<file path="src/rtl/inst_fetch_unit_pkg.sv">
// Shared constants and entry type for the instruction fetch front-end.
package inst_fetch_unit_pkg;

  localparam logic [31:0] NOP_INST         = 32'h0000_0013;
  localparam logic [31:0] PC_INC           = 32'd4;
  localparam logic [31:0] DEFAULT_RESET_PC = 32'h0000_0000;

  typedef struct packed {
    logic [31:0] pc;
    logic [31:0] inst;
  } fetchEntry_t;

  // Fetch addresses are always word aligned; low bits of a target are ignored.
  function automatic logic [31:0] alignPc(input logic [31:0] pc);
    return pc & ~32'h3;
  endfunction

endpackage

</file>
<file path="src/rtl/fetch_fifo.sv">
// Prefetch FIFO holding {pc, inst} pairs; flush takes priority over push.
module fetch_fifo
  import inst_fetch_unit_pkg::*;
#(
  parameter int DEPTH = 4,
  parameter int CNT_W = 3
) (
  input  logic              clk,
  input  logic              reset,
  input  logic              push,
  input  fetchEntry_t       pushData,
  input  logic              pop,
  input  logic              flush,
  output fetchEntry_t       headData,
  output logic [CNT_W-1:0]  count,
  output logic              empty,
  output logic              full
);

  localparam int PTR_W = $clog2(DEPTH);

  fetchEntry_t [DEPTH-1:0] mem;
  logic [PTR_W-1:0]        wrPtr, rdPtr;
  logic                    doPush, doPop;

  assign empty  = (count == '0);
  assign full   = (count == CNT_W'(DEPTH));
  assign doPop  = pop && !empty && !flush;
  // A full FIFO can still take a push when the head leaves the same cycle.
  assign doPush = push && !flush && (!full || doPop);

  always_ff @(posedge clk or negedge reset) begin
    if (!reset) begin
      mem   <= '0;
      wrPtr <= '0;
      rdPtr <= '0;
      count <= '0;
    end else if (flush) begin
      wrPtr <= '0;
      rdPtr <= '0;
      count <= '0;
    end else begin
      if (doPush) begin
        mem[wrPtr] <= pushData;
        wrPtr      <= wrPtr + PTR_W'(1);
      end
      if (doPop) rdPtr <= rdPtr + PTR_W'(1);
      case ({doPush, doPop})
        2'b10:   count <= count + CNT_W'(1);
        2'b01:   count <= count - CNT_W'(1);
        default: count <= count;
      endcase
    end
  end

  assign headData = mem[rdPtr];

endmodule

</file>
<file path="src/rtl/inst_fetch_unit.sv">
// Fetch stage: credit-limited sequential requests, in-order response capture,
// redirect flush with drop counting for in-flight responses, halt support.
module inst_fetch_unit
  import inst_fetch_unit_pkg::*;
#(
  parameter logic [31:0] RESET_PC   = DEFAULT_RESET_PC,
  parameter int          FIFO_DEPTH = 4,
  parameter int          CNT_W      = 3
) (
  input  logic        clk,
  input  logic        reset,
  output logic        imem_req_valid,
  input  logic        imem_req_ready,
  output logic [31:0] imem_req_addr,
  input  logic        imem_resp_valid,
  input  logic [31:0] imem_resp_data,
  input  logic        redirect_valid,
  input  logic [31:0] redirect_pc,
  input  logic        halt,
  output logic        inst_valid,
  input  logic        inst_ready,
  output logic [31:0] inst_out,
  output logic [31:0] inst_pc,
  output logic        fetch_idle
);

  logic [31:0]      fetchPc, respPc;
  logic [CNT_W-1:0] outstanding, dropCnt, fifoCount;
  logic [CNT_W:0]   liveCnt;
  logic             fifoEmpty, fifoFull;
  logic             creditOk, reqFire, respDrop, respPush, fifoPop;
  fetchEntry_t      headEntry, pushEntry;

  // Every live request owns a FIFO slot, so responses never need backpressure.
  assign liveCnt  = {1'b0, outstanding} - {1'b0, dropCnt} + {1'b0, fifoCount};
  assign creditOk = liveCnt < (CNT_W+1)'(FIFO_DEPTH);

  assign imem_req_valid = reset && !redirect_valid && !halt && creditOk;
  assign imem_req_addr  = fetchPc;
  assign reqFire        = imem_req_valid && imem_req_ready;

  assign respDrop  = imem_resp_valid && (dropCnt != '0);
  assign respPush  = imem_resp_valid && (dropCnt == '0) && !redirect_valid;
  assign pushEntry = '{pc: respPc, inst: imem_resp_data};

  assign inst_valid = !fifoEmpty && !redirect_valid;
  assign fifoPop    = inst_valid && inst_ready;
  assign inst_out   = headEntry.inst;
  assign inst_pc    = headEntry.pc;
  assign fetch_idle = reset && halt && (outstanding == '0);

  always_ff @(posedge clk or negedge reset) begin
    if (!reset) begin
      fetchPc     <= RESET_PC;
      respPc      <= RESET_PC;
      outstanding <= '0;
      dropCnt     <= '0;
    end else begin
      case ({reqFire, imem_resp_valid})
        2'b10:   outstanding <= outstanding + CNT_W'(1);
        2'b01:   outstanding <= outstanding - CNT_W'(1);
        default: outstanding <= outstanding;
      endcase
      if (redirect_valid) begin
        fetchPc <= alignPc(redirect_pc);
        respPc  <= alignPc(redirect_pc);
        // The response landing this cycle is already gone; drop the rest.
        dropCnt <= outstanding - CNT_W'(imem_resp_valid);
      end else begin
        if (reqFire)  fetchPc <= fetchPc + PC_INC;
        if (respDrop) dropCnt <= dropCnt - CNT_W'(1);
        if (respPush) respPc  <= respPc + PC_INC;
      end
    end
  end

  fetch_fifo #(
    .DEPTH (FIFO_DEPTH),
    .CNT_W (CNT_W)
  ) uFifo (
    .clk      (clk),
    .reset    (reset),
    .push     (respPush),
    .pushData (pushEntry),
    .pop      (fifoPop),
    .flush    (redirect_valid),
    .headData (headEntry),
    .count    (fifoCount),
    .empty    (fifoEmpty),
    .full     (fifoFull)
  );

  // Full is implied by the credit rule; kept on the FIFO for observability.
  logic unusedFull;
  assign unusedFull = fifoFull;

endmodule
</file>
<file path="config.mk">
export PLATFORM = sky130hd
export DESIGN_NAME = inst_fetch_unit
export DESIGN_NICKNAME = d
export VERILOG_FILES = /design/src/rtl/inst_fetch_unit_pkg.sv /design/src/rtl/fetch_fifo.sv /design/src/rtl/inst_fetch_unit.sv
export SDC_FILE = /design/constraint.sdc
export NUM_CORES = 1
export LEC_CHECK = 0
export CORE_MARGIN = 1
export CORE_UTILIZATION = 62
export DETAILED_ROUTE_END_ITERATION = 8
export GPL_TIMING_DRIVEN = 0
export PLACE_DENSITY = 0.86
export SLEW_MARGIN = 20
export SYNTH_ARGS = -nofsm -noshare
export SYNTH_HDL_FRONTEND = slang
export SYNTH_HIERARCHICAL = 1
export SYNTH_SLANG_ARGS = --single-unit
</file>
<file path="constraint.sdc">
create_clock -name clk -period 5.2 [get_ports clk]
set_input_delay 0.52 -clock clk [delete_from_list [all_inputs] [get_ports clk]]
set_output_delay 0.52 -clock clk [all_outputs]
set_load 0.05 [all_outputs]
</file>
# Word-level counts from Yosys, hierarchy flattened
# Index checks and enable logic that the tools add are counted.
# totals
ff_bits	333
in_bits	71
output_inout_bits	99
# op_classes
add_sub_neg	12
order_cmp	4
eq_ne	5
mux	18
bitwise	1
reduce_logical	33
# op_table
operator	n
$bwmux W256	1
$bmux W64 S2	1
$demux W64 S2	1
$mux W32	4
$mux W64	2
$add A32 B3 Y32 const B	2
$logic_and A1 B1 Y1	16
$pmux W3 S2	2
$reduce_bool A2 Y1	6
$logic_not A3 Y1	3
$mux W3	3
$sub A3 B1 Y3 const B	3
$mux W2	4
$add A3 B1 Y3 const B	2
$lt A2 B3 Y1 const B	2
$reduce_bool A3 Y1	2
$add A2 B1 Y2 const B	2
$add A4 B3 Y4	1
$eq A2 B1 Y1 const B	2
$eq A2 B2 Y1 const B	2
$logic_not A1 Y1	4
$lt A4 B3 Y1 const B	1
$sub A3 B3 Y4	1
$eq A3 B3 Y1 const B	1
other kinds (5)	5

# Logic depth before layout (Yosys ltp)
# depth
word_depth	11
depth_mapped	14

# Cells and area by module
# Netlist, hierarchy kept.
# modules_own_cells
module	instances	cells_each	area_each_um2	seq_area_each_um2
fetch_fifo	1	676	12149.2	6581.3
inst_fetch_unit	1	417	4068.9	1651.6

# Worst setup path before layout
# No wires, ideal clock.
# synth_path
path_type	register to register
from	register uFifo.count[1]
to	register outstanding[2]
setup_ns	0.079
t_arrival_ns	3.300
setup_slack_ns	1.821
stages_incl_launch_ff	15
period_less_slack_ns	3.379
cell_sequence	dfrtp_1 inv_1 fa_1 inv_1 ha_1 and3b_1 o211a_1 clkbuf_1 o21ai_1 ha_1 inv_1 fa_1 xor2_1 nor2_1 xor2_1
# synth_between
elab_chain_cells	6
word_cells_on_any_way	8
classes_between	add/sub (1); order compare (1); eq/ne (2); mux (1); reduce/logical (3)
# synth_lines
item	line_no	text
from (decl)	fetch_fifo.sv:15	output logic [CNT_W-1:0] count,
from (signal assigned)	fetch_fifo.sv:49	2'b10: count <= count + CNT_W'(1);
from (signal assigned)	fetch_fifo.sv:50	2'b01: count <= count - CNT_W'(1);
from (signal assigned)	fetch_fifo.sv:51	default: count <= count;
$add A4 B3 Y4 *	inst_fetch_unit.sv:35	assign liveCnt = {1'b0, outstanding} - {1'b0, dropCnt} + {1'b0, fifoCount};
$lt A4 B3 Y1 *	inst_fetch_unit.sv:36	assign creditOk = liveCnt < (CNT_W+1)'(FIFO_DEPTH);
$logic_and A1 B1 Y1 *	inst_fetch_unit.sv:38	assign imem_req_valid = reset && !redirect_valid && !halt && creditOk;
$logic_and A1 B1 Y1 *	inst_fetch_unit.sv:40	assign reqFire = imem_req_valid && imem_req_ready;
$eq A2 B1 Y1 or $eq A2 B2 Y1 (tied branches)	inst_fetch_unit.sv:59	case ({reqFire, imem_resp_valid})
$pmux W3 S2 or $reduce_bool A2 Y1 (tied branches)	-	
to (signal assigned)	inst_fetch_unit.sv:60	2'b10: outstanding <= outstanding + CNT_W'(1);
to (signal assigned)	inst_fetch_unit.sv:61	2'b01: outstanding <= outstanding - CNT_W'(1);
to (signal assigned)	inst_fetch_unit.sv:62	default: outstanding <= outstanding;
to (decl)	inst_fetch_unit.sv:28	logic [CNT_W-1:0] outstanding, dropCnt, fifoCount;
# Mark *: on every way between the ends. The rest lies on a longest branch, timed or not.
# A chain may end at the register's enable or synchronous reset.

# Worst setup path in the final report
# layout_path
from	register uFifo.count[1]
to	output imem_req_valid
# layout_between
elab_chain_cells	3
# layout_lines
item	line_no	text
$add A4 B3 Y4	inst_fetch_unit.sv:35	
$lt A4 B3 Y1	inst_fetch_unit.sv:36	
$logic_and A1 B1 Y1	inst_fetch_unit.sv:38	
to (decl)	inst_fetch_unit.sv:12	output logic imem_req_valid,
# Every way passes these cells.

==> results.json <==
{
  "grt_usage_pct": 29.3,
  "status": "finished, violations left",
  "htreeDepth": 2,
  "cts_tree": "built",
  "fin_crit_ps": 4710,
  "finalHoldViolations": 1,
  "die-area_mm2": 0.0268,
  "cts_root_buffer": "clkbuf_16",
  "antenna_found_initial": 0,
  "register_area_mm2": 0.00823,
  "grt_overflow_total": 0,
  "cpMaxStageDelayCell": "clkdlybuf4s50_1",
  "post_cts_resize_count": 0,
  "ir_drop_mv": 0.381,
  "clk_latency_ps": 510,
  "rows": 58,
  "layout_commonest_cell": "dfrtp_1",
  "yosys_warnings": 6,
  "layout-drive-gt1-share_pct": 33.6,
  "fin_skew_ps": 11.3,
  "critPathTopFamily": "buffers and inverters",
  "place_ws_ps": 1050,
  "drt_iter0_markers": 744,
  "slew_violations": 0,
  "nFillCells": 1482,
  "vias_per_cell": 6.20,
  "post-cts-setup-buffer-count": 0,
  "syn2layout_area_growth_pct": 20.3,
  "clk_pin_slew_worst_paths_ps": 60,
  "initial_utilization_pct": 63.8,
  "fin_util_pct": 76.8,
  "hpwl_mm": 25.5,
  "dpl-instance-area_mm2": 0.0184,
  "crit-reg2reg-launch": "uFifo/count[1]$_DFFE_PN0P_",
  "gp_congestion": 0.948,
  "finalSetupViolations": 0,
  "cts_sinks": 329,
  "min_path_type": "input port to asynchronous set/reset pin",
  "syn_area_per_cell_um2": 14.8,
  "wl_per_cell_um": 22.7,
  "crit_path_start": "uFifo/count[1]$_DFFE_PN0P_",
  "die_y_um": 164,
  "reg2reg_to": "outstanding[2]$_DFFE_PN0P_",
  "path_max_fanout": 10,
  "grt_pass1_wl_mm": 60.4,
  "final_cell_mix": "dfrtp_1, clkdlybuf4s50_1, mux2_2, mux2_4, mux4_2",
  "path_cells": "inv_1 -> fa_1 -> inv_1 -> ha_1 -> or4b_4 -> nor4_4 -> clkbuf_1 -> or2_2 -> clkdlybuf4s50_1",
  "ff2ff_path_depth": 14,
  "vias": 10300,
  "total_leakage_power_nw": 8.59,
  "path_common_cell": "inv_1",
  "rsz0062_at_grt": "false",
  "nNetsFinal": 1394,
  "violations": "hold timing",
  "pwr_density_cell_mw_per_mm2": 432,
  "endpoint_kind": "output port",
  "multi_input_area_mm2": 0.00742,
  "die_width_um": 164,
  "cpPeakStageDelay_ps": 790,
  "slew_headroom_pct": 28.6,
  "tightest_slew_ps": 1070,
  "dr.pass1.iters": 5,
  "crit_arrival_ps": 4190,
  "critPathBufInv": 4,
  "final.setup.worst_slack_ps": 495,
  "netlist_instances": 1092,
  "fin_crit_sh_pct": 90.5,
  "clockBufferDepth": 3,
  "fin_tns_setup_ps": 0,
  "drc": 0,
  "wl_mm": 37.6,
  "cp.required_ps": 4680,
  "syn_area_mm2": 0.0162,
  "cap_violations": 0,
  "io_buffers": 164,
  "cts_buffers": 35,
  "startpoint_type": "flop",
  "r2r_slack_ps": 1270,
  "grt_pass1_vias": 11000,
  "diodes": 0,
  "grt_max_degree": 90,
  "crit_type": "flop to output port",
  "cts_hold_buf": 0,
  "coreArea_mm2": 0.0254,
  "ant_nets": 0,
  "fmax_mhz": 213,
  "fin_area_mm2": 0.0195,
  "whs_ps": -0.962,
  "io_pins": 170
}
[power by group]
group,internal (mW),total [mW],switching [mW]
clock,1.42,2.41,0.991
combinational,1.16,2.77,1.61
sequential,2.95,3.25,0.300
total,5.53,8.43,2.90
[how the worst max path moves through the flow]
stage,cells after the start,endpoint
after floorplan,14,outstanding[2]$_DFFE_PN0P_
after global placement,1,imem_req_addr[18]$_DFFE_PN0P_
after detailed placement,9,imem_req_valid
after CTS,9,imem_req_valid
after global routing,9,imem_req_valid
final,9,imem_req_valid
[flip-flops by register name, indices dropped and copies added (netlist names)]
name / count
uFifo/rdPtr: 2
outstanding: 3
imem_req_addr: 30
respPc: 30
uFifo/mem: 256
dropCnt: 3
uFifo/count: 3
uFifo/wrPtr: 2
[worst register-to-register path: stages, from the launching register on]
cell and delay (ps):
dfrtp_1 540, inv_1 130, fa_1 500, inv_1 50, ha_1 270, and3b_1 220, o211a_1 210, clkbuf_1 190
o21ai_1 580, ha_1 310, inv_1 60, fa_1 380, xor2_1 150, nor2_1 130, xor2_1 150
[cell type report]
type                            instances  share of cell area (%)
Buffer                                 64                    2.66
Clock buffer                           49                    5.24
Inverter                               22                   0.423
Timing Repair Buffer                  167                    8.87
Tap cell                              330                    2.12
Clock inverter                          9                   0.443
Multi-Input combinational cell        686                    38.0
Sequential cell                       329                    42.2
[metal layers]
layer	part of all wire (%)	vias up	track usage, %	wire length (um)
met5	0	-	0	0
li1	-	4472	-	-
met1	42	5327	39.2	15800
met4	2.5	0	9.13	947
met2	49	394	48.8	18600
met3	6.3	78	5.56	2380
[per-stage QoR]
stage | total power [mW] | std cells
after floorplan | 5.10 | 1101
final | 8.43 | 1656
after global routing | 8.78 | 1656
after detailed placement | 6.04 | 1598
after global placement | 5.95 | 1595
after CTS | 8.48 | 1656
No activity file was read; power rests on OpenSTA's default activity.
